### config.mk
export PLATFORM = sky130hd
export DESIGN_NAME = cdce62005_spi_responder_flat
export DESIGN_NICKNAME = d
export VERILOG_FILES = /design/src/rtl/cdce62005_spi_responder_pkg.sv /design/src/rtl/cdce62005_spi_responder_if.sv /design/src/rtl/cdce62005_spi_responder_spi_in_sync.sv /design/src/rtl/cdce62005_spi_responder.sv /design/src/flat_wrapper.sv
export SDC_FILE = /design/constraint.sdc
export NUM_CORES = 1
export LEC_CHECK = 0
export ABC_AREA = 1
export BUFFER_PORTS_ARGS = -buffer_cell sky130_fd_sc_hd__buf_4
export CELL_PAD_IN_SITES_DETAIL_PLACEMENT = 0
export CELL_PAD_IN_SITES_GLOBAL_PLACEMENT = 1
export CORE_MARGIN = 2
export CORE_UTILIZATION = 47
export CTS_BUF_LIST = sky130_fd_sc_hd__clkbuf_4 sky130_fd_sc_hd__clkbuf_8
export CTS_CLUSTER_SIZE = 24
export DETAILED_ROUTE_END_ITERATION = 7
export PLACE_DENSITY = 0.85
export SLEW_MARGIN = 10
export SYNTH_ARGS = -nofsm -noshare
export SYNTH_HDL_FRONTEND = slang
export SYNTH_SLANG_ARGS = --single-unit
### constraint.sdc
create_clock -name clk -period 17.1 [get_ports clk]
set_input_delay 2.565 -clock clk [delete_from_list [all_inputs] [get_ports clk]]
set_output_delay 2.565 -clock clk [all_outputs]
set_load 0.05 [all_outputs]
### src/rtl/cdce62005_spi_responder_pkg.sv
// Shared definitions for the CDCE62005 SPI responder: command codes,
// register-file defaults and the frame FSM state type.
package cdce62005_pkg;

    localparam logic [3:0] CMD_RD     = 4'hE;
    localparam logic [3:0] CMD_EE     = 4'hF;
    localparam int         NUM_REGS   = 9;
    localparam int         FRAME_BITS = 32;
    localparam int         DATA_W     = 28;

    // Power-up contents of registers 0..7 (data field, bits [31:4] of the word)
    localparam logic [DATA_W-1:0] REG_DEFAULT [0:7] = '{
        28'h8140030, 28'h8140030, 28'h8140030, 28'hE840030,
        28'hE840030, 28'h10008F3, 28'h04BE03E, 28'h0000000
    };

    typedef enum logic [1:0] {
        ST_IDLE  = 2'd0,
        ST_SHIFT = 2'd1,
        ST_EXEC  = 2'd2
    } state_t;

    // Commands 0..8 address the register file directly
    function automatic logic is_write_cmd(input logic [3:0] cmd);
        return cmd <= 4'd8;
    endfunction

endpackage

### src/rtl/cdce62005_spi_responder_if.sv
// Four-wire SPI link between the configuration master and the responder.
interface cdce62005_spi_responder_if;

    logic spi_clk;
    logic spi_le;
    logic spi_mosi;
    logic spi_miso;

    modport master (
        output spi_clk,
        output spi_le,
        output spi_mosi,
        input  spi_miso
    );

    modport slave (
        input  spi_clk,
        input  spi_le,
        input  spi_mosi,
        output spi_miso
    );

endinterface

### src/rtl/cdce62005_spi_responder_spi_in_sync.sv
// Brings spi_clk, spi_le and spi_mosi into the clk domain and detects
// spi_clk rising edges and spi_le edges on the synchronized copies.
module spi_in_sync #(
    parameter int SYNC_STAGES = 2
) (
    input  logic clk,
    input  logic rst,
    input  logic spi_clk,
    input  logic spi_le,
    input  logic spi_mosi,
    output logic sclk_rise,
    output logic le_rise,
    output logic le_fall,
    output logic mosi_s
);

    logic [SYNC_STAGES-1:0] clk_sync;
    logic [SYNC_STAGES-1:0] le_sync;
    logic [SYNC_STAGES-1:0] mosi_sync;
    logic                   clk_prev;
    logic                   le_prev;

    // Synchronizer chains plus edge-history flops; spi_le resets to its idle-high
    // level so releasing rst never looks like the start of a frame.
    always_ff @(posedge clk or posedge rst) begin
        if (rst) begin
            clk_sync  <= '0;
            le_sync   <= '1;
            mosi_sync <= '0;
            clk_prev  <= 1'b0;
            le_prev   <= 1'b1;
        end else begin
            clk_sync  <= {clk_sync[SYNC_STAGES-2:0], spi_clk};
            le_sync   <= {le_sync[SYNC_STAGES-2:0], spi_le};
            mosi_sync <= {mosi_sync[SYNC_STAGES-2:0], spi_mosi};
            clk_prev  <= clk_sync[SYNC_STAGES-1];
            le_prev   <= le_sync[SYNC_STAGES-1];
        end
    end

    assign sclk_rise = clk_sync[SYNC_STAGES-1] & ~clk_prev;
    assign le_rise   = le_sync[SYNC_STAGES-1] & ~le_prev;
    assign le_fall   = ~le_sync[SYNC_STAGES-1] & le_prev;
    assign mosi_s    = mosi_sync[SYNC_STAGES-1];

endmodule

### src/rtl/cdce62005_spi_responder.sv
// CDCE62005 register-interface responder: decodes 32-bit LSB-first SPI
// frames into a 9-entry register file, returns read-back data in the frame
// following a read command and models the EEPROM copy busy period.
module cdce62005_spi_responder
    import cdce62005_pkg::*;
#(
    parameter int          SYNC_STAGES = 2,
    parameter int          EE_BUSY_CYC = 1024,
    parameter logic [27:0] STATUS_INIT = 28'h0
) (
    input  logic                         clk,
    input  logic                         rst,
    cdce62005_spi_responder_if.slave     spi,
    input  logic [3:0]                   status_in,
    output logic [NUM_REGS*DATA_W-1:0]   regs_flat,
    output logic                         wr_strobe,
    output logic [3:0]                   wr_addr,
    output logic                         eeprom_busy,
    output logic [7:0]                   ee_copy_cnt,
    output logic                         frame_err
);

    localparam int BUSY_W = (EE_BUSY_CYC > 2) ? $clog2(EE_BUSY_CYC) : 1;

    logic              sclk_rise;
    logic              le_rise;
    logic              le_fall;
    logic              mosi_s;

    state_t            state;
    logic [5:0]        bit_cnt;
    logic [31:0]       sr;
    logic [31:0]       tx_sr;
    logic              miso_q;
    logic              rd_pend;
    logic [3:0]        rd_addr;
    logic [BUSY_W-1:0] busy_cnt;

    logic [DATA_W-1:0] regs_q [0:7];
    logic [23:0]       reg8_hi;
    logic [3:0]        status_q;
    logic [DATA_W-1:0] reg_view [0:NUM_REGS-1];
    logic [DATA_W-1:0] rd_data;

    spi_in_sync #(
        .SYNC_STAGES (SYNC_STAGES)
    ) u_sync (
        .clk       (clk),
        .rst       (rst),
        .spi_clk   (spi.spi_clk),
        .spi_le    (spi.spi_le),
        .spi_mosi  (spi.spi_mosi),
        .sclk_rise (sclk_rise),
        .le_rise   (le_rise),
        .le_fall   (le_fall),
        .mosi_s    (mosi_s)
    );

    // Unified view of the register file; reg8 low nibble is the live status
    always_comb begin
        for (int i = 0; i < 8; i++) begin
            reg_view[i] = regs_q[i];
        end
        reg_view[8] = {reg8_hi, status_q};
        rd_data     = (rd_addr <= 4'd8) ? reg_view[rd_addr] : '0;
    end

    for (genvar n = 0; n < NUM_REGS; n++) begin : g_flat
        assign regs_flat[DATA_W*n +: DATA_W] = reg_view[n];
    end

    assign spi.spi_miso = miso_q;

    // Live status bits mirrored into reg8[7:4]
    always_ff @(posedge clk or posedge rst) begin
        if (rst) begin
            status_q <= STATUS_INIT[3:0];
        end else begin
            status_q <= status_in;
        end
    end

    // Receive shift register: LSB-first, each bit enters at the top.
    // Frame validity is carried by bit_cnt, so no reset is needed here.
    always_ff @(posedge clk) begin
        if (state == ST_SHIFT && sclk_rise) begin
            sr <= {mosi_s, sr[31:1]};
        end
    end

    // Frame FSM, register file, read-back shifter and EEPROM busy timer
    always_ff @(posedge clk or posedge rst) begin
        if (rst) begin
            state       <= ST_IDLE;
            bit_cnt     <= '0;
            tx_sr       <= '0;
            miso_q      <= 1'b0;
            rd_pend     <= 1'b0;
            rd_addr     <= '0;
            busy_cnt    <= '0;
            eeprom_busy <= 1'b0;
            ee_copy_cnt <= '0;
            frame_err   <= 1'b0;
            wr_strobe   <= 1'b0;
            wr_addr     <= '0;
            reg8_hi     <= STATUS_INIT[27:4];
            for (int i = 0; i < 8; i++) begin
                regs_q[i] <= REG_DEFAULT[i];
            end
        end else begin
            wr_strobe <= 1'b0;

            if (eeprom_busy) begin
                if (busy_cnt == '0) begin
                    eeprom_busy <= 1'b0;
                end else begin
                    busy_cnt <= busy_cnt - BUSY_W'(1);
                end
            end

            case (state)
                ST_IDLE: begin
                    if (le_fall) begin
                        state   <= ST_SHIFT;
                        bit_cnt <= '0;
                        if (rd_pend) begin
                            tx_sr   <= {rd_data, rd_addr};
                            miso_q  <= rd_addr[0];
                            rd_pend <= 1'b0;
                        end else begin
                            tx_sr  <= '0;
                            miso_q <= 1'b0;
                        end
                    end
                end

                ST_SHIFT: begin
                    if (sclk_rise) begin
                        if (bit_cnt != 6'd33) begin
                            bit_cnt <= bit_cnt + 6'd1;
                        end
                        tx_sr  <= {1'b0, tx_sr[31:1]};
                        miso_q <= tx_sr[1];
                    end
                    if (le_rise) begin
                        state  <= ST_EXEC;
                        tx_sr  <= '0;
                        miso_q <= 1'b0;
                    end
                end

                ST_EXEC: begin
                    state <= ST_IDLE;
                    if (bit_cnt != 6'(FRAME_BITS)) begin
                        frame_err <= 1'b1;
                    end else if (is_write_cmd(sr[3:0])) begin
                        if (eeprom_busy) begin
                            frame_err <= 1'b1;
                        end else begin
                            if (sr[3:0] == 4'd8) begin
                                reg8_hi <= sr[31:8];
                            end else begin
                                regs_q[sr[2:0]] <= sr[31:4];
                            end
                            wr_strobe <= 1'b1;
                            wr_addr   <= sr[3:0];
                        end
                    end else if (sr[3:0] == CMD_RD) begin
                        if (sr[7:4] > 4'd8) begin
                            frame_err <= 1'b1;
                        end else begin
                            rd_addr <= sr[7:4];
                            rd_pend <= 1'b1;
                        end
                    end else if (sr[3:0] == CMD_EE && sr[31:4] == 28'd1) begin
                        if (eeprom_busy) begin
                            frame_err <= 1'b1;
                        end else begin
                            eeprom_busy <= 1'b1;
                            busy_cnt    <= BUSY_W'(EE_BUSY_CYC - 1);
                            if (ee_copy_cnt != 8'hFF) begin
                                ee_copy_cnt <= ee_copy_cnt + 8'd1;
                            end
                        end
                    end else begin
                        frame_err <= 1'b1;
                    end
                end

                default: state <= ST_IDLE;
            endcase
        end
    end

endmodule

### src/flat_wrapper.sv
// flat-port wrapper written by rule: the top's interface ports become plain ports
module cdce62005_spi_responder_flat import cdce62005_pkg::*;
#(
    parameter int          SYNC_STAGES = 2,
    parameter int          EE_BUSY_CYC = 1024,
    parameter logic [27:0] STATUS_INIT = 28'h0
)
  (clk, rst, status_in, regs_flat, wr_strobe, wr_addr, eeprom_busy, ee_copy_cnt, frame_err, spi_spi_clk, spi_spi_le, spi_spi_mosi, spi_spi_miso);
  cdce62005_spi_responder_if spi_i ();
  input  logic clk;
  input  logic rst;
  input  logic [3:0] status_in;
  output logic [NUM_REGS*DATA_W-1:0] regs_flat;
  output logic wr_strobe;
  output logic [3:0] wr_addr;
  output logic eeprom_busy;
  output logic [7:0] ee_copy_cnt;
  output logic frame_err;
  input wire logic [$bits(spi_i.spi_clk)-1:0] spi_spi_clk;
  input wire logic [$bits(spi_i.spi_le)-1:0] spi_spi_le;
  input wire logic [$bits(spi_i.spi_mosi)-1:0] spi_spi_mosi;
  output wire logic [$bits(spi_i.spi_miso)-1:0] spi_spi_miso;
  assign spi_i.spi_clk = spi_spi_clk;
  assign spi_i.spi_le = spi_spi_le;
  assign spi_i.spi_mosi = spi_spi_mosi;
  assign spi_spi_miso = spi_i.spi_miso;
  cdce62005_spi_responder #(.SYNC_STAGES(SYNC_STAGES), .EE_BUSY_CYC(EE_BUSY_CYC), .STATUS_INIT(STATUS_INIT)) u_core (.clk(clk), .rst(rst), .spi(spi_i), .status_in(status_in), .regs_flat(regs_flat), .wr_strobe(wr_strobe), .wr_addr(wr_addr), .eeprom_busy(eeprom_busy), .ee_copy_cnt(ee_copy_cnt), .frame_err(frame_err));
endmodule
### After elaboration in Yosys (flattened, before gate mapping)

Cells that the tools add are included.

* add/subtract/negate cells: 3
* muxes and demuxes: 56
* eq/ne operators: 19
* bitwise gates (word level): 14
* magnitude comparators: 6
* reductions and logical operators: 17

Operators by type and width (number)
* $bwmux W224: 1
* $mux W32: 4
* $bmux W28 S4: 1
* $mux W28: 4
* $demux W28 S3: 1
* $mux W10: 8
* $pmux W32 S2: 1
* $eq A28 B1 Y1 const B: 1
* $mux W1: 27
* $mux W6: 3
* $reduce_and A5 Y1: 3
* $eq A4 B4 Y1 const B: 3
* $ne A6 B6 Y1 const B: 2
* $pmux W6 S2: 1
* $logic_not A10 Y1: 1
* $sub A10 B1 Y10 const B: 1
* $not A1 Y1: 9
* $add A8 B1 Y8 const B: 1
* $le A4 B4 Y1 const B: 2
* $ne A2 B1 Y1 const B: 4
* $ne A2 B2 Y1 const B: 4
* $ne A8 B8 Y1 const B: 1
* $reduce_and A4 Y1: 2
* $reduce_and A7 Y1: 1
* 21 further kinds: 29

* output and inout bits: 268
* flip-flop bits (word level): 363
* input port bits: 9
* logic and storage cells: 143

### Longest topological paths before layout

Gate-level depths: netlist of the first run.

* depth after elaboration: 9
* gate-level depth with buffers: 12
* depth with buffers taken out: 10

### Cells and area by module

Synthesis of the first run repeated with hierarchy kept, for this count alone.

* cell total of the unflattened synthesis: 1919
* area, all modules: 16394.5 sq um

By module, submodules not included
* cdce62005_spi_responder: sequential area each 9080.0 sq um, instances 1, cells an instance 1904, area each 16164.3 sq um
* spi_in_sync: sequential area each 203.9 sq um, instances 1, cells an instance 15, area each 230.2 sq um

### Worst setup path after synthesis of the first run

Ideal clock, no wire load.

* path type: register -> output
* start point: register u_core.regs_q, in the netlist u_core.regs_flat[116]
* end point: output port regs_flat[116]
* arrival: 672 ps
* path buffers: 0
* slack: 13863 ps
* cell stages (with the launch flop): 1
* data required time: 14535 ps
* cell sequence: dfstp_2

RTL lines
* start, declared: RTL line cdce62005_spi_responder.sv:39 `logic [DATA_W-1:0] regs_q [0:7];`
* start signal, assigned by index: RTL line cdce62005_spi_responder.sv:108 `regs_q[i] <= REG_DEFAULT[i];`
* start signal, assigned by index: RTL line cdce62005_spi_responder.sv:163 `regs_q[sr[2:0]] <= sr[31:4];`
* end, declared: RTL line flat_wrapper.sv:13 `output logic [NUM_REGS*DATA_W-1:0] regs_flat;`

No word-level cell between the ends.

==> results by group, run 1 <==
Routing
  – Vias per inst: 5.399
  – Via count: 14738
  – # DRC: 0
  – DRT antenna net count: 0
  – Drt initial violations: 1341
  – WL final: 53950 µm
  – DRT Pass-1 Iters: 5
  – Per-cell routed wire length: 19.76 µm

Worst setup path
  – Setup CP Type: input port to asynchronous set/reset pin
  – CP Launch Type: input port
  – Critical Path RT: 17.73 ns
  – Critical-path top delay cell: buf_4
  – Max stage delay on crit path: 0.85 ns
  – Critical path, cell by cell: buf_4 > inv_8 > buf_4 > buf_4
  – Crit path max-delay family: buffers and inverters
  – Cell repeated most along the worst path: buf_4
  – Worst path buffer plus inverter count: 4
  – Crit end category: asynchronous set/reset pin
  – Critical path arrival: 5.01 ns
  – CP Max Fanout: 115

Die
  – Std cell rows: 68
  – I/O pin count: 277
  – Die height: 191.3 µm
  – Die ar.: 0.03660 mm²
  – Initial Util: 47.74%
  – Core area: 0.03454 mm²
  – Die X-Extent: 191.3 µm

Synth
  – Mapped Cells: 1985
  – Synth area leader: dfrtp_1
  – Seq/Total Area, Yosys: 56.30%
  – Simple logic cell fraction of the synthesized area: 24.40%
  – Post-Syn Area: 0.01649 mm²
  – Total number of yosys warnings: 0
  – Largest family of logic cells by synthesized area: simple AND/OR/NAND/NOR gates
  – Complex-gate fraction of the synthesized area: 11.99%
  – Post-synth EDFFs: 32
  – Asr flop ratio synth: 91.16%
  – Synth top area cells: dfrtp_1, nand2_1, dfstp_2
  – Synth unique cells: 31
  – Area share of the largest cell type after synthesis: 42.19%
  – Post-synthesis adder-cell area fraction: 0.3794%
  – Synth Area in XOR/XNOR: 0.4249%
  – Syn_area_per_cell: 8.307 µm²
  – Predominant post-synthesis flop cell: dfrtp_1
  – Multiplexer area fraction after synthesis: 0%
  – Syn_nets: 1999
  – #FFs+latches synth: 362

Finish
  – Fillcell total: 3214
  – Sequential Area: 0.009289 mm²
  – Final Util: 57.80%
  – Synth-to-layout area growth: 21.08%
  – Ant. Diodes: 0
  – Share of layout cells above drive strength 1: 21.41%
  – Area of the multi-input gates: 0.006155 mm²
  – Layout Nets: 2237

STA
  – Max Freq: 0.2285 GHz
  – Worst slew pin tran: 1.116 ns
  – Final Cycle Share: 25.59%
  – Final hold vios: 0
  – Unrepaired setup endpoints after global routing: false
  – Max Clock Skew: 0.01553 ns
  – Final Critical Period: 4.376 ns
  – Max Transition Viols Final: 0
  – Worst slew margin: 25.51%
  – TNS Setup: 0 ns
  – Setup violations, final: 0

Placed design
  – Port Buffer Count: 276
  – Final HPWL DP: 34880 µm
  – RD Place Congestion: 0.8389

Clock tree
  – Clk buf depth: 3
  – CTS buffer count: 61
  – Post-cts resize count: 0
  – Worst-Skew Late Latency: 0.65 ns
  – H-tree levels: 2
  – TritonCTS clock tree: built
  – CTS clk-pin slew, worst paths: 0.06 ns
  – CTS root buffer: clkbuf_8
  – CTS sink count: 362
  – Post-CTS Setup Bufs: 0
  – Post-CTS Hold Fix Bufs: 0

Hold path
  – Worst hold path class: flop to flop

Power and ir drop
  – Lkg Pwr: 9.681 nW
  – Pwr per Cell Area: 94.57 mW/mm²
  – Peak VDD IR: 0.00005997 V

Outcome
  – Status: finished clean

Global routing
  – Number of global-route vias before repair: 14133
  – Global-route wire length before repair: 83150 µm
  – Pin count of the biggest net entering global routing: 116
  – Tot GR Track Use: 29.70%
  – Initial antenna violation count: 0
  – Global route overflow: 0

Run
  – Maxcap violations: 0
[cell usage in the layout (no fill, tap or decap), drive strengths merged, types with 5 or more instances in the layout]
cell | Yosys | final
nand2 | 531 | 531
dfrtp | 278 | 278
nand4 | 15 | 15
buf | 68 | 297
nand3 | 141 | 141
edfxtp | 32 | 32
o21ai | 371 | 371
nor2 | 294 | 294
nor3 | 9 | 9
inv | 102 | 101
clkinv | 0 | 17
ha | 5 | 5
dfstp | 52 | 52
clkbuf | 54 | 98
o211ai | 6 | 6
a21oi | 7 | 7
[metrics by stage]
stage	cell area (µm²)	total power [mW]	cells	hold slack, ns	setup slack (ns)
4_1_cts	19970	1.899	2730	0.3565	12.65
3_5_place_dp	18630	1.075	2615	0.3478	11.97
6_report	19970	1.888	2730	0.3560	12.72
2_1_floorplan	16490	1.023	1985	0.3312	5.481
5_1_grt	19970	1.959	2730	0.3619	12.31
3_3_place_gp	18630	1.072	2615	0.3396	11.97
[worst paths after layout]
kind                                                     from                                 end  slack, ns  cells after the start
max                                                       rst   u_core.regs_flat[119]$_DFFE_PP0P_      12.72                      4
min                        u_core.u_sync.le_sync[0]$_DFF_PP1_  u_core.u_sync.le_sync[1]$_DFF_PP1_       0.36                      0
max reg2reg                     u_core.rd_addr[0]$_DFFE_PP0P_        u_core.tx_sr[20]$_DFFE_PP0P_      13.99                      8
min reg2reg                u_core.u_sync.le_sync[0]$_DFF_PP1_  u_core.u_sync.le_sync[1]$_DFF_PP1_       0.36                      0
max in group clk                 u_core.eeprom_busy$_DFF_PP0_                         eeprom_busy      13.03                      1
min in group asynchronous                                 rst    u_core.regs_flat[23]$_DFFE_PP0P_       2.04                      2
[Yosys cell counts, types with 17 or more instances]
library cell,n
buf_1,17
buf_2,23
buf_6,26
clkbuf_1,54
dfrtp_1,278
dfstp_2,52
edfxtp_1,32
inv_1,100
nand2_1,523
nand3_1,141
nor2_1,291
o21ai_0,225
o21ai_1,146
[cell type report]
cell class                 instances  area share [%]
sequential                       362           46.53
multi-input combinational       1399           30.83
timing repair buffer             297           11.17
clock buffer                      98           6.254
tap                              455           2.851
inverter                         102           1.955
clock inverter                    17          0.4199
[cell families after synthesis]
| logic type | count (synthesis) |
|---|---|
| xor gates and xnor gates | 8 |
| buffers and inverters | 224 |
| adders and majority gates | 5 |
| and+or+nand+nor | 996 |
| DFF | 362 |
| AOI/OAI and AO/OA | 390 |
[sequential cells by signal (all words and copies together) (netlist names), 2 cells and up]
signal and count:
u_core.status_q 4, u_core.reg8_hi 24, u_core.bit_cnt 6, u_core.busy_cnt 10, u_core.regs_flat 224, u_core.u_sync.le_sync 2
u_core.tx_sr 31, u_core.ee_copy_cnt 8, u_core.rd_addr 4, u_core.wr_addr 4, u_core.state 2, u_core.sr 32
u_core.u_sync.mosi_sync 2, u_core.u_sync.clk_sync 2
[where the power goes]
part | total [mW] | internal (mW) | switching [mW]
clock network | 0.829 | 0.462 | 0.367
logic | 0.155 | 0.0276 | 0.127
registers | 0.905 | 0.891 | 0.0143
[layer usage]
layer  global-route usage, %  vias up  wire length, µm
met3                   4.626       95             4168
met5                       0        -                0
li1                        -     6924                -
met4                   9.763        0             1445
met1                   41.89     7099            23090
met2                   47.04      620            25240
Note: power is estimated with default switching activity, not from simulation.
==> run 2: changes to the inputs <==
Settings changed: ABC_AREA 1 to 0, CORE_UTILIZATION 47 to 43, PLACE_DENSITY 0.85 to 0.75.
Clock period 17.1 ns to 4 ns, I/O delays scaled along.
==> run 2 against run 1 <==
Combinational power rose to 3.3 times the previous value. Wire length fell by 16%. Sequential cell count unchanged. Sequential power grew to 4.4 times the previous value. Clock skew rose by 0.017 ns. Critical path type is now flop to flop. Via count is 28% lower. Synthesized cell count is 44% lower. Count of clock-buffer cells in the layout is 3 lower. Clock power rose to 4.2 times the previous value. Largest cell class unchanged. Power rose to 4.2 times the previous value. Global-route usage fell by 6.4 points.
==> results by group, run 2 <==
Clock tree
  – H-tree levels: 3 (+1)
  – CTS clk-pin slew, worst paths: 0.06 ns (about the same)
  – Post-CTS Hold Fix Bufs: 1 (+1)
  – CTS buffer count: 66 (+8.2%)
  – TritonCTS clock tree: built
  – CTS root buffer: clkbuf_8
  – Post-cts resize count: 0 (unchanged)
  – CTS sink count: 362 (unchanged)
  – Worst-Skew Late Latency: 0.61 ns (-0.04 ns)
  – Clk buf depth: 3 (unchanged)
  – Post-CTS Setup Bufs: 0 (unchanged)

Worst setup path
  – Crit end category: flop
  – Max stage delay on crit path: 0.70 ns (-0.15 ns)
  – CP Max Fanout: 28 (-76%)
  – Crit path max-delay family: simple AND/OR/NAND/NOR gates
  – Critical Path RT: 4.48 ns (-13.25 ns)
  – CP Launch Type: flop
  – Critical path, cell by cell: or3b_4 > or4_1 > or3_4 > or2_2 > mux2_4
  – Setup CP Type: flop to flop
  – Critical path arrival: 3.66 ns (-1.35 ns)
  – Critical-path top delay cell: or2_2
  – Worst path buffer plus inverter count: 0 (-4)
  – Reg2Reg Depth: 5 (-3)
  – Levels on crit path: 5 (+1)

Finish
  – Final cell area excluding filler cells: 0.01996 mm² (about the same)
  – Max reg flops: 224 (unchanged)
  – Area of the multi-input gates: 0.006409 mm² (+4.1%)
  – Synth-to-layout area growth: 23.71%
  – Share of layout cells above drive strength 1: 57.28% (+36 points)
  – Layout Nets: 1407 (-37%)
  – Sequential Area: 0.009290 mm² (about the same)
  – Final cell count without fillers: 1910 (-30%)
  – Fillcell total: 3180 (-1.1%)
  – Most common cell after layout, fill and taps aside: buf_4
  – Most frequent cells in the layout: buf_4, dfrtp_1, mux2_2
  – Ant. Diodes: 0 (unchanged)

Routing
  – Drt initial violations: 578 (-57%)
  – WL final: 45230 µm (-16%)
  – Vias per inst: 5.589 (+3.5%)
  – DRT Pass-1 Iters: 6 (+1)
  – DRT antenna net count: 0 (unchanged)
  – Via count: 10675 (-28%)
  – Per-cell routed wire length: 23.68 µm (+20%)
  – # DRC: 0 (unchanged)

Die
  – Die height: 197.7 µm (+3.3%)
  – Die X-Extent: 197.7 µm (+3.3%)
  – Core area: 0.03679 mm² (+6.5%)
  – Initial Util: 43.85% (-3.9 points)
  – I/O pin count: 277 (unchanged)
  – Die ar.: 0.03908 mm² (+6.8%)
  – Std cell rows: 70 (+2.9%)

STA
  – Worst slew margin: 21.77% (-3.7 points)
  – Final Critical Period: 3.176 ns
  – Max Clock Skew: 0.03286 ns (+0.01733 ns)
  – Worst slew pin tran: 1.169 ns (+0.05295 ns)
  – Final hold vios: 0 (unchanged)
  – Setup violations, final: 0 (unchanged)
  – Max Transition Viols Final: 0 (unchanged)
  – Unrepaired setup endpoints after global routing: false
  – Final Cycle Share: 79.40%
  – Max Freq: 0.3149 GHz

Power and ir drop
  – Peak VDD IR: 0.0002471 V (+310%)
  – Pwr per Cell Area: 399.7 mW/mm² (+320%)
  – Lkg Pwr: 9.638 nW (-0.45%)

Global routing
  – Initial antenna violation count: 0 (unchanged)
  – Global route overflow: 0 (unchanged)
  – Pin count of the biggest net entering global routing: 118 (+1.7%)
  – Global-route wire length before repair: 68220 µm (-18%)
  – Tot GR Track Use: 23.31% (-6.4 points)
  – Number of global-route vias before repair: 10983 (-22%)

Synth
  – Post-synth EDFFs: 32 (unchanged)
  – Most frequent cell after synthesis: dfrtp_1
  – Synth unique cells: 54 (+74%)
  – Asr flop ratio synth: 91.16% (unchanged)
  – #FFs+latches synth: 362 (unchanged)
  – Synth top area cells: dfrtp_1, mux2_2, dfstp_2
  – Seq/Total Area, Yosys: 57.55% (+1.2 points)
  – Syn_area_per_cell: 14.44 µm² (+74%)
  – Post-Syn Area: 0.01613 mm² (-2.2%)
  – Synth area leader: dfrtp_1
  – Predominant post-synthesis flop cell: dfrtp_1
  – Area share of the largest cell type after synthesis: 43.12% (+0.94 points)
  – Syn_nets: 1131 (-43%)
  – Total number of yosys warnings: 0 (unchanged)
  – Synth top cells by count: dfrtp_1, mux2_2, nand2_1, mux4_2, dfstp_2
  – Mapped Cells: 1117 (-44%)

Hold path
  – Hold path depth: 1 (+1)
  – Worst hold path class: input port to flop

Placed design
  – Final HPWL DP: 29070 µm (-17%)
  – DP Cell Count: 1792 (-31%)
  – Port Buffer Count: 276 (unchanged)
  – RD Place Congestion: 0.7808 (-6.9%)
  – Area after DPL: 0.01864 mm² (about the same)

Run
  – Maxcap violations: 0 (unchanged)

Outcome
  – Status: finished clean
[run 2: cell count changes after synthesis, moves of 54 or more]
| cell | previous run | this run |
|---|---|---|
| nand3_1 | 141 | 17 |
| mux4_2 | 0 | 54 |
| inv_1 | 100 | 13 |
| mux2_2 | 0 | 253 |
| nor2_1 | 291 | 47 |
| nand2_1 | 523 | 56 |
| o21ai_0 | 225 | 1 |
| o21ai_1 | 146 | 0 |
[run 2: path summary, 6_finish.rpt]
path	start	endpoint	slack, ns
min reg2reg	u_core.u_sync.mosi_sync[0]$_DFF_PP0_	u_core.u_sync.mosi_sync[1]$_DFF_PP0_	0.36
max reg2reg	u_core.bit_cnt[2]$_DFFE_PP0P_	u_core.regs_flat[177]$_DFFE_PP0P_	0.82
max	u_core.bit_cnt[2]$_DFFE_PP0P_	u_core.regs_flat[177]$_DFFE_PP0P_	0.82
min in group asynchronous	rst	u_core.regs_flat[197]$_DFFE_PP0P_	0.55
max in group asynchronous	rst	u_core.regs_flat[154]$_DFFE_PP0P_	2.50
min	status_in[3]	u_core.status_q[3]$_DFF_PP0_	0.1
[run 2: area by class of cell]
| type | count | area share [%] |
|---|---|---|
| Clock inverter | 22 | 0.5517 |
| Clock buffer | 95 | 5.987 |
| Timing Repair Buffer | 303 | 11.60 |
| Sequential cell | 362 | 46.55 |
| Tap cell | 468 | 2.934 |
| Multi-Input combinational cell | 647 | 32.11 |
| Inverter | 13 | 0.2633 |
[run 2: kinds of logic after synthesis]
group,Yosys count,share of synthesized area (%)
buf+inv,108,3.033
mux,343,28.05
xor+xnor,14,0.7601
simple gates,218,7.097
fa+ha+maj,5,0.3878
compound gates,67,3.118
flops,362,57.55
[run 2: stage by stage]
step	utilization (%)	total power [mW]	setup TNS [ns]	hold slack (ns)	worst slack, ns
2_1_floorplan	-	4.397	-268.05	0.3312	-0.9642
3_3_place_gp	50.68	4.560	0	0.3431	0.8353
3_5_place_dp	50.68	4.576	0	0.3420	0.8146
4_1_cts	54.25	8.083	0	0.06477	0.8202
5_1_grt	54.25	8.318	0	0.06933	0.7363
6_report	54.25	7.977	0	0.09698	0.8239
[run 2: power by group]
part / total (mW) / switching [mW] / internal, mW
clock: 3.46 / 1.54 / 1.92
combinational: 0.508 / 0.339 / 0.169
sequential: 4.01 / 0.148 / 3.86
total: 7.98 / 2.03 / 5.95
[run 2: worst register-to-register path, cell delays in order (launching register included)]
cell     delay [ns]
dfrtp_1        0.41
or3b_4         0.43
or4_1          0.67
or3_4          0.41
or2_2          0.70
mux2_4         0.47
[run 2: layer usage]
metal  up-vias  part of all wire, %  track usage [%]
met2       340                   48            37.00
met1      5599                   43            31.33
met4         0                  2.4            7.658
met5         -                    0                0
li1       4663                    -                -
met3        73                  6.8            6.098
==> run 3: changes to the inputs <==
Clock period 4 ns to 2.75 ns, I/O delays scaled along.
==> run 3 against run 2 <==
Final cell count rose by 2.7%. Sequential share of layout area fell by 1.4 points. Clock power rose by 49%. Setup slack got worse by 0.75 ns. Sequential power rose by 44%.
==> results by group, run 3 (synthesis results as in run 2) <==
Finish
  – Area of the multi-input gates: 0.006412 mm² (about the same)
  – Max reg flops: 224 (unchanged)
  – Fillcell total: 3021 (-5.0%)
  – Sequential Area: 0.009290 mm² (unchanged)
  – Synth-to-layout area growth: 27.57%
  – Share of layout cells above drive strength 1: 58.94% (+1.7 points)
  – Final cell count without fillers: 1961 (+2.7%)
  – Most frequent cells in the layout: buf_4, dfrtp_1, mux2_2
  – Ant. Diodes: 0 (unchanged)
  – Most common cell after layout, fill and taps aside: buf_4
  – Layout Nets: 1456 (+3.5%)
  – Final Util: 55.94% (+1.7 points)

Clock tree
  – H-tree levels: 2 (-1)
  – Clk buf depth: 3 (unchanged)
  – CTS sink count: 362 (unchanged)
  – CTS root buffer: clkbuf_8
  – TritonCTS clock tree: built
  – Worst-Skew Late Latency: 0.64 ns (+0.03 ns)
  – CTS clk-pin slew, worst paths: 0.06 ns (about the same)
  – CTS buffer count: 60 (-9.1%)

Power and ir drop
  – Share of power burned in combinational logic: 7.1% (+0.7 points)
  – Pwr per Cell Area: 572.9 mW/mm² (+43%)
  – Part of the power in registers: 49.1% (-1.1 points)
  – Peak VDD IR: 0.0002999 V (+21%)
  – Internal power: 8.902 mW (+50%)
  – Power consumption: 11.79 mW (+48%)
  – Lkg Pwr: 9.997 nW (+3.7%)
  – Clk pwr share: 43.9% (+0.5 points)
  – Switching Fraction: 24.49% (-0.94 points)
  – Net switching power: 2.887 mW (+42%)

STA
  – Setup violations, final: 0 (unchanged)
  – Worst slew margin: 39.48% (+18 points)
  – Final Critical Period: 2.673 ns (-0.5030 ns)
  – Final hold vios: 0 (unchanged)
  – Worst slew pin tran: 0.9008 ns (-0.2683 ns)
  – Max Transition Viols Final: 0 (unchanged)
  – Max Clock Skew: 0.01792 ns (-0.01494 ns)
  – Unrepaired setup endpoints after global routing: true
  – Setup WS post-layout: 0.07697 ns (-0.7470 ns)
  – Max Freq: 0.3741 GHz (+19%)
  – Final Cycle Share: 97.20% (+18 points)
  – TNS Setup: 0 ns (unchanged)

Worst setup path
  – Critical Path RT: 3.27 ns (-1.21 ns)
  – Critical path, cell by cell: or3b_4 > or4_4 > buf_4 > nor3b_4 > nand3b_1 > buf_4 > clkbuf_16 > mux2_2
  – Worst path buffer plus inverter count: 3 (+3)
  – Worst setup startpoint: u_core.bit_cnt[2]$_DFFE_PP0P_
  – Max stage delay on crit path: 0.50 ns (-0.20 ns)
  – Critical path arrival: 3.19 ns (-0.47 ns)
  – Crit end category: flop
  – CP Launch Type: flop
  – Critical-path top delay cell: or4_4
  – CP Max Fanout: 11 (-61%)
  – Cell repeated most along the worst path: buf_4
  – Crit path max-delay family: simple AND/OR/NAND/NOR gates
  – Setup CP Type: flop to flop
  – Worst R2R Start: u_core.bit_cnt[2]$_DFFE_PP0P_

Hold path
  – Worst hold path class: flop to flop
  – Hold Startpoint: u_core.u_sync.clk_sync[0]$_DFF_PP0_

Placed design
  – Worst slack, placed: 0.06408 ns (-0.7505 ns)
  – Final HPWL DP: 30950 µm (+6.5%)
  – RD Place Congestion: 0.8083 (+3.5%)
  – DP Cell Count: 1838 (+2.6%)
  – Port Buffer Count: 276 (unchanged)

Die
  – Die height: 197.7 µm (unchanged)
  – Core area: 0.03679 mm² (unchanged)
  – Die X-Extent: 197.7 µm (unchanged)
  – Std cell rows: 70 (unchanged)
  – Die ar.: 0.03908 mm² (unchanged)
  – I/O pin count: 277 (unchanged)
  – Initial Util: 43.85% (unchanged)

Outcome
  – Status: finished clean

Global routing
  – Pin count of the biggest net entering global routing: 122 (+3.4%)
  – Tot GR Track Use: 23.86% (+0.55 points)
  – Number of global-route vias before repair: 11397 (+3.8%)
  – Global-route wire length before repair: 70230 µm (+2.9%)
  – Global route overflow: 0 (unchanged)
  – Initial antenna violation count: 0 (unchanged)

Routing
  – Via count: 10847 (+1.6%)
  – Drt initial violations: 597 (+3.3%)
  – Vias per inst: 5.531 (-1.0%)
  – # DRC: 0 (unchanged)
  – DRT antenna net count: 0 (unchanged)
  – Per-cell routed wire length: 23.47 µm (-0.89%)
  – WL final: 46020 µm (+1.8%)
  – DRT Pass-1 Iters: 6 (unchanged)

Run
  – Maxcap violations: 0 (unchanged)
run 3: final timing paths:
path / to / cells past startpoint / slack (ns)
max: u_core.regs_flat[98]$_DFFE_PP0P_ / 8 / 0.08
min: u_core.u_sync.clk_sync[1]$_DFF_PP0_ / 0 / 0.35
max reg2reg: u_core.regs_flat[98]$_DFFE_PP0P_ / 8 / 0.08
min reg2reg: u_core.u_sync.clk_sync[1]$_DFF_PP0_ / 0 / 0.35
max in group asynchronous: u_core.regs_flat[181]$_DFFE_PP1P_ / 5 / 1.55
min in group asynchronous: u_core.rd_addr[0]$_DFFE_PP0P_ / 4 / 0.41
run 3: power by group through the flow:
stage	combinational [mW]	sequential, mW	clock [mW]
3_3_place_gp	0.817	5.86	0
3_5_place_dp	0.830	5.86	0
4_1_cts	0.842	5.77	5.32
5_1_grt	0.939	5.80	5.58
6_report	0.835	5.78	5.17
2_1_floorplan	0.548	5.85	0
run 3: final cells by class:
cell class | instances | area share (%)
clock inverter | 10 | 0.5168
multi-input combinational | 647 | 31.16
sequential | 362 | 45.14
inverter | 13 | 0.2554
timing repair buffer | 358 | 14.07
tap | 468 | 2.846
clock buffer | 103 | 6.007
run 3: routing by layer:
layer,wire [µm],GRT usage (%)
met4,908,5.904
met2,22330,38.59
met5,0,0
met1,19700,32.50
met3,3076,5.859
run 3: stage by stage:
stage / hold WS (ns) / cell area (µm²)
floorplan: 0.3312 / 16150
global placement: 0.3357 / 19110
finish: 0.3500 / 20580
global route: 0.3549 / 20580
detailed placement: 0.3355 / 19110
CTS: 0.3534 / 20530
run 3: worst register-to-register path, delay by kind of cell (launching register included):
kind                   cells  cell delay, ns
muxes                      1            0.30
and+or+nand+nor            4            1.31
DFF                        1            0.37
buffers and inverters      3            0.56
run 3: repair_timing:
action | in CTS | in global routing
setup buffers | 0 | 1
hold buffers | 8 | 0
gates resized for setup | 0 | 4
hold endpoints to repair | 42 | 0
setup endpoints to repair | 0 | 52
